**src/rtl/serial_subtractor_if.sv**
```systemverilog
// Request/response bundle for the serial subtract/add unit: operands and start from the
// requester, busy/done and the registered result flags back from the unit.
interface serial_subtractor_if #(
    parameter int WIDTH = 8
);
    logic             start;
    logic             mode;
    logic [WIDTH-1:0] a;
    logic [WIDTH-1:0] b;
    logic             bin;
    logic             busy;
    logic             done;
    logic [WIDTH-1:0] d;
    logic             bout;
    logic             zero;
    logic             ovf;

    modport master (
        output start, mode, a, b, bin,
        input  busy, done, d, bout, zero, ovf
    );

    modport slave (
        input  start, mode, a, b, bin,
        output busy, done, d, bout, zero, ovf
    );
endinterface

```
**src/rtl/serial_subtractor.sv**
```systemverilog
// Digit-serial a-b-bin / a+b+bin with borrow/carry, zero and signed-overflow flags.
// Latency: WIDTH/DIGIT cycles from accepted start to the done pulse.
// Backpressure: start is ignored while busy; a new request is accepted in the done cycle.
module serial_subtractor #(
    parameter int WIDTH = 8,
    parameter int DIGIT = 1
) (
    input  logic                clk,
    input  logic                rst_n,
    serial_subtractor_if.slave  bus
);
    localparam int N     = WIDTH / DIGIT;
    localparam int CNT_W = (N > 1) ? $clog2(N) : 1;

    typedef enum logic [1:0] {IDLE, RUN, DONE} state_t;

    state_t           state;
    logic [WIDTH-1:0] a_sr;
    logic [WIDTH-1:0] b_sr;
    logic [WIDTH-1:0] res_sr;
    logic             a_msb;
    logic             b_msb;
    logic             mode_r;
    logic             brw;
    logic [CNT_W-1:0] cnt;

    logic             busy_r;
    logic             done_r;
    logic [WIDTH-1:0] d_r;
    logic             bout_r;
    logic             zero_r;
    logic             ovf_r;

    logic [DIGIT-1:0] dig;
    logic             chain_c;
    logic             brw_nxt;
    logic [WIDTH-1:0] res_nxt;
    logic             ovf_nxt;

    // DIGIT chained one-bit cells; the same sum bit serves both modes, only the
    // borrow/carry generate term differs.
    always_comb begin
        chain_c = brw;
        dig     = '0;
        for (int i = 0; i < DIGIT; i++) begin
            dig[i] = a_sr[i] ^ b_sr[i] ^ chain_c;
            if (mode_r)
                chain_c = (a_sr[i] & b_sr[i]) | (chain_c & (a_sr[i] ^ b_sr[i]));
            else
                chain_c = (~a_sr[i] & b_sr[i]) | (chain_c & ~(a_sr[i] ^ b_sr[i]));
        end
        brw_nxt = chain_c;
    end

    // New digit enters from the MSB side so the last digit lands the word in place.
    assign res_nxt = (res_sr >> DIGIT) | (WIDTH'(dig) << (WIDTH - DIGIT));
    assign ovf_nxt = mode_r ? ((a_msb == b_msb) && (res_nxt[WIDTH-1] != a_msb))
                            : ((a_msb != b_msb) && (res_nxt[WIDTH-1] != a_msb));

    always_ff @(posedge clk or negedge rst_n) begin
        if (!rst_n) begin
            state  <= IDLE;
            a_sr   <= '0;
            b_sr   <= '0;
            res_sr <= '0;
            a_msb  <= 1'b0;
            b_msb  <= 1'b0;
            mode_r <= 1'b0;
            brw    <= 1'b0;
            cnt    <= '0;
            busy_r <= 1'b0;
            done_r <= 1'b0;
            d_r    <= '0;
            bout_r <= 1'b0;
            zero_r <= 1'b0;
            ovf_r  <= 1'b0;
        end else begin
            case (state)
                IDLE, DONE: begin
                    done_r <= 1'b0;
                    if (bus.start) begin
                        a_sr   <= bus.a;
                        b_sr   <= bus.b;
                        a_msb  <= bus.a[WIDTH-1];
                        b_msb  <= bus.b[WIDTH-1];
                        mode_r <= bus.mode;
                        brw    <= bus.bin;
                        res_sr <= '0;
                        cnt    <= '0;
                        busy_r <= 1'b1;
                        state  <= RUN;
                    end else begin
                        state  <= IDLE;
                    end
                end
                RUN: begin
                    a_sr   <= a_sr >> DIGIT;
                    b_sr   <= b_sr >> DIGIT;
                    res_sr <= res_nxt;
                    brw    <= brw_nxt;
                    cnt    <= cnt + CNT_W'(1);
                    if (cnt == CNT_W'(N - 1)) begin
                        busy_r <= 1'b0;
                        done_r <= 1'b1;
                        d_r    <= res_nxt;
                        bout_r <= brw_nxt;
                        zero_r <= (res_nxt == '0);
                        ovf_r  <= ovf_nxt;
                        state  <= DONE;
                    end
                end
                default: state <= IDLE;
            endcase
        end
    end

    assign bus.busy = busy_r;
    assign bus.done = done_r;
    assign bus.d    = d_r;
    assign bus.bout = bout_r;
    assign bus.zero = zero_r;
    assign bus.ovf  = ovf_r;
endmodule

```
**src/flat_wrapper.sv**
```systemverilog
// flat-port wrapper written by rule: the top's interface ports become plain ports
module serial_subtractor_flat 
#(
    parameter int WIDTH = 8,
    parameter int DIGIT = 1
)
  (clk, rst_n, bus_start, bus_mode, bus_a, bus_b, bus_bin, bus_busy, bus_done, bus_d, bus_bout, bus_zero, bus_ovf);
  serial_subtractor_if #(.WIDTH(WIDTH)) bus_i ();
  input  logic clk;
  input  logic rst_n;
  input wire logic [$bits(bus_i.start)-1:0] bus_start;
  input wire logic [$bits(bus_i.mode)-1:0] bus_mode;
  input wire logic [$bits(bus_i.a)-1:0] bus_a;
  input wire logic [$bits(bus_i.b)-1:0] bus_b;
  input wire logic [$bits(bus_i.bin)-1:0] bus_bin;
  output wire logic [$bits(bus_i.busy)-1:0] bus_busy;
  output wire logic [$bits(bus_i.done)-1:0] bus_done;
  output wire logic [$bits(bus_i.d)-1:0] bus_d;
  output wire logic [$bits(bus_i.bout)-1:0] bus_bout;
  output wire logic [$bits(bus_i.zero)-1:0] bus_zero;
  output wire logic [$bits(bus_i.ovf)-1:0] bus_ovf;
  assign bus_i.start = bus_start;
  assign bus_i.mode = bus_mode;
  assign bus_i.a = bus_a;
  assign bus_i.b = bus_b;
  assign bus_i.bin = bus_bin;
  assign bus_busy = bus_i.busy;
  assign bus_done = bus_i.done;
  assign bus_d = bus_i.d;
  assign bus_bout = bus_i.bout;
  assign bus_zero = bus_i.zero;
  assign bus_ovf = bus_i.ovf;
  serial_subtractor #(.WIDTH(WIDTH), .DIGIT(DIGIT)) u_core (.clk(clk), .rst_n(rst_n), .bus(bus_i));
endmodule
```
**config.mk**
```make
export PLATFORM = sky130hd
export DESIGN_NAME = serial_subtractor_flat
export DESIGN_NICKNAME = d
export VERILOG_FILES = /design/src/rtl/serial_subtractor_if.sv /design/src/rtl/serial_subtractor.sv /design/src/flat_wrapper.sv
export SDC_FILE = /design/constraint.sdc
export NUM_CORES = 1
export LEC_CHECK = 0
export CAP_MARGIN = 20
export CORE_MARGIN = 5
export CORE_UTILIZATION = 40
export DETAILED_ROUTE_END_ITERATION = 12
export PLACE_DENSITY = 0.75
export SYNTH_ARGS = -nofsm -noshare
export SYNTH_HDL_FRONTEND = slang
export SYNTH_SLANG_ARGS = --single-unit
```
**constraint.sdc**
```tcl
create_clock -name clk -period 2 [get_ports clk]
set_clock_uncertainty 0.15 [all_clocks]
set_input_delay 0.4 -clock clk [delete_from_list [all_inputs] [get_ports clk]]
set_output_delay 0.4 -clock clk [all_outputs]
set_load 0.02 [all_outputs]
```
==> tab_implementation.tex <==
\begin{tabular}{lr}
\hline
Metric & Value \\
\hline
\multicolumn{2}{l}{\textbf{Status}} \\
Status & complete, no violations \\
\multicolumn{2}{l}{\textbf{Power and ir drop}} \\
Leakage dissipation & 1.04 nW \\
Peak ir drop on the vdd network & 0.573 mV \\
Power per standard cell area & 1640 mW/mm\^{}2 \\
\multicolumn{2}{l}{\textbf{Die}} \\
Floorplan die height & 78.8 um \\
Die Outline Area & 0.00621 sq mm \\
Rows & 25 \\
Core region area & 0.00466 sq mm \\
Die X-Extent & 78.8 um \\
I/O pin count & 34 \\
Starting density of the core & 40.6\% \\
\multicolumn{2}{l}{\textbf{Timing}} \\
Max Clk Rate & 549 MHz \\
Slew Limit Headroom & 55.1\% \\
Total Negative Setup Slacks & 0 ns \\
Slew Limit Fails & 0 \\
Post-route fraction of the period consumed by the critical path & 91.1\% \\
Final setup violating endpoints & 0 \\
Time the worst path needs with I/O delays and setup & 1.82 ns \\
Slew at the pin closest to its max-slew limit & 0.674 ns \\
Final-report hold violation count & 0 \\
Setup repair after global routing missed its margin & no \\
\multicolumn{2}{l}{\textbf{Placed design}} \\
Dpl cell area & 0.00227 sq mm \\
Cell count after placement & 242 \\
RD Place Congestion & 0.732 \\
Buffers on Ports & 33 \\
Total half-perimeter wirelength after legalization and detailed placement & 2550 um \\
\multicolumn{2}{l}{\textbf{GRT}} \\
Leftover overflow at the end of global routing & 0 \\
Total routing usage reported by global routing & 13.5\% \\
Pin count of the biggest net entering global routing & 26 \\
Global-route wire length before repair & 6480 um \\
Antenna violations before repair & 0 \\
Vias in the first global route & 1312 \\
\multicolumn{2}{l}{\textbf{Logic synthesis}} \\
Post-synth EDFFs & 0 \\
Top cells by area, synth & sky130\_fd\_sc\_hd\_\_dfrtp\_1 59\%, sky130\_fd\_sc\_hd\_\_a22o\_1 5.1\%, sky130\_fd\_sc\_hd\_\_o22ai\_1 4.6\% \\
Most numerous cell in the Yosys netlist & sky130\_fd\_sc\_hd\_\_dfrtp\_1 \\
Share of synthesized cell area in and, or, nand and nor gates & 14.4\% \\
Mean instance size in the synthesized netlist & 11.7 sq um \\
Share of flip-flops with an asynchronous set or reset & 100\% \\
Syn. warnings & 0 \\
Dominant combinational cell family by area after synthesis & simple AND/OR/NAND/NOR gates \\
Cell area after synthesis & 0.00189 sq mm \\
Number of library cell types mapped by synthesis & 26 \\
Net count after synthesis & 187 \\
Synthesized instance count & 162 \\
Post-synthesis compound-gate area fraction & 12.4\% \\
Register area share after synthesis & 59.5\% \\
Synthesis-stage register bit count & 45 \\
Fraction of synthesized area in multiplexers & 5.29\% \\
Top-area cell type share of the netlist area & 59.5\% \\
Area leader, netlist & sky130\_fd\_sc\_hd\_\_dfrtp\_1 \\
Synth Flop Type & sky130\_fd\_sc\_hd\_\_dfrtp\_1 \\
Adder-Cell Fraction of Synth Area & 3.44\% \\
Synth Area in XOR/XNOR & 0.463\% \\
Top cells by count, synth & 45 x sky130\_fd\_sc\_hd\_\_dfrtp\_1, 17 x sky130\_fd\_sc\_hd\_\_nand2\_1, 15 x sky130\_fd\_sc\_hd\_\_nor2\_1 \\
\multicolumn{2}{l}{\textbf{Drt}} \\
Initial detailed-routing violation count & 90 \\
Via count normalized by instance count & 5.36 \\
Number of vias after detailed routing & 1346 \\
Drt wl/cell & 14.8 um \\
Routed Wire Length & 3720 um \\
Post-detailed-route count of antenna-violating nets & 0 \\
1st-pass router iterations & 4 \\
Count of unresolved DRC violations after routing & 0 \\
\multicolumn{2}{l}{\textbf{Worst setup path}} \\
Category of cells accounting for the largest share of critical-path delay & buffers and inverters \\
Capturing element type of the critical path & primary output \\
Critical path startpoint category & flip-flop \\
Data arrival at the endpoint of the critical path & 1.27 ns \\
Slowest Stage Delay on Critical Path & 0.61 ns \\
Number of logic stages on the critical path including buffering & 1 \\
Buffers plus inverters on the worst setup path & 1 \\
Data required time at the worst endpoint & 1.45 ns \\
Critical path, cell by cell & clkdlybuf4s50\_1 \\
Length in cells of the worst reg-to-reg path & 5 \\
Largest driver fanout on the critical path & 2 \\
Setup CP Type & flip-flop to primary output \\
Worst path slowest cell & sky130\_fd\_sc\_hd\_\_clkdlybuf4s50\_1 \\
\multicolumn{2}{l}{\textbf{Final layout}} \\
Area occupied by registers & 0.00113 sq mm \\
Post-route design area & 0.00236 sq mm \\
Non-filler cells in the finished layout & 251 \\
Total number of nets in the final design & 221 \\
Number of diodes added for antenna fixing & 0 \\
Filler Cell Count & 410 \\
Share of cells above drive strength 1 & 11.2\% \\
Area growth syn-to-layout & 24.9\% \\
Area taken by multi-input logic gates & 681 sq um \\
\multicolumn{2}{l}{\textbf{Clock network}} \\
Number of hold buffers added after cts & 1 \\
CTS buffer count & 5 \\
Worst-skew pair later-pin latency & 0.30 ns \\
Post-cts sizing count & 0 \\
TritonCTS clock tree & yes \\
Clk Tree Root Cell & sky130\_fd\_sc\_hd\_\_clkbuf\_8 \\
Clock input transition at the sequential cells of the worst setup and hold paths & 0.08 ns \\
Max clock buf depth & 2 \\
Clock tree sinks & 45 \\
Number of H-tree branching levels & 2 \\
Setup bufs post-CTS & 0 \\
\multicolumn{2}{l}{\textbf{Flow run}} \\
Max-cap violations & 0 \\
\multicolumn{2}{l}{\textbf{Worst hold path}} \\
Min-Delay Path Class & flip-flop to flip-flop \\
Number of cells on the worst hold path & 2 \\
\hline
\end{tabular}
state kept, by name, indices dropped and copies added (netlist names):
register,flops
u_core.a_sr,8
u_core.b_sr,8
u_core.bus.d,8
u_core.res_sr,7
u_core.cnt,3
u_core.state,2
u_core.a_msb,1
u_core.b_msb,1
u_core.brw,1
u_core.bus.bout,1
u_core.bus.busy,1
u_core.bus.done,1
u_core.bus.ovf,1
u_core.bus.zero,1
u_core.mode_r,1
cell type report:
class                   count  share of cell area, %
well taps                  54                   2.86
inverters                   3                  0.476
repair buffers             38                   16.5
clock buffers               6                   3.07
flip-flops and latches     45                   47.6
multi-input cells         103                   28.8
clock inverters             2                  0.635
final timing paths:
kind | startpoint | end | slack [ns]
worst min register to register | u_core.bus.busy | u_core.bus.busy | 0.33
worst max register to register | u_core.b_sr[0] | u_core.bus.ovf | 0.24
worst min-delay path | u_core.bus.busy | u_core.bus.busy | 0.33
min in group asynchronous | rst_n | u_core.bus.d[6] | 0.44
max in group asynchronous | rst_n | u_core.b_sr[6] | 0.76
worst max-delay path | u_core.bus.bout | bus_bout | 0.18
worst register-to-register path, delay by kind of cell, from the launching register on:
family,cells,cell delay (ns)
AOI/OAI and AO/OA,1,0.14
adders and majority gates,1,0.66
buffers and inverters,1,0.08
DFF,1,0.37
muxes,1,0.09
and+or+nand+nor,1,0.18
cell families (layout without fill, tap and decap cells):
logic type | count (synthesis) | after routing
adder cells (fa/ha/maj) | 4 | 4
multiplexers | 9 | 9
flip-flops | 45 | 45
AO/OA/AOI/OAI | 33 | 33
AND/OR/NAND/NOR | 56 | 56
buffers and inverters | 14 | 49
XOR/XNOR | 1 | 1
cells in the final DEF, fill, tap and decap left out, drive strengths merged:
master	n
nand2b	2
dfrtp	45
ha	2
o22ai	14
o21ai	5
a22o	11
mux2	8
nor4	2
nor2	16
xnor2	1
inv	3
nand3	1
dlygate4sd3	1
a21oi	2
buf	5
clkbuf	6
fa	2
nand2	17
clkdlybuf4s50	32
and2b	1
mux2i	1
nor3	13
a221oi	1
nor2b	3
nand3b	1
clkinvlp	2
per-layer routing:
| layer | wire length (um) | track usage [%] | up-vias |
|---|---|---|---|
| met2 | 1760 | 20.6 | 49 |
| li1 | - | - | 639 |
| met4 | 48 | 4.55 | 0 |
| met3 | 279 | 4.31 | 5 |
| met1 | 1630 | 18.1 | 653 |
| met5 | 0 | 0 | - |
stage by stage:
stage	setup slack (ns)	util, %	hold slack [ns]	power, mW
floorplan	0.388	-	-0.0456	2.83
global placement	0.182	48.6	0.239	3.28
detailed placement	0.124	48.6	0.241	3.36
CTS	0.168	50.7	0.347	3.92
global route	0.0879	50.7	0.353	4.20
finish	0.179	50.7	0.335	3.87
where the power goes:
part / total [mW] / internal [mW] / switching [mW] / leakage [nW]
sequential: 1.62 / 1.34 / 0.287 / 0.555
combinational: 1.69 / 0.831 / 0.863 / 0.450
clock: 0.557 / 0.246 / 0.311 / 0.0374
total: 3.87 / 2.41 / 1.46 / 1.04
Note: power is estimated with default switching activity, not from simulation.
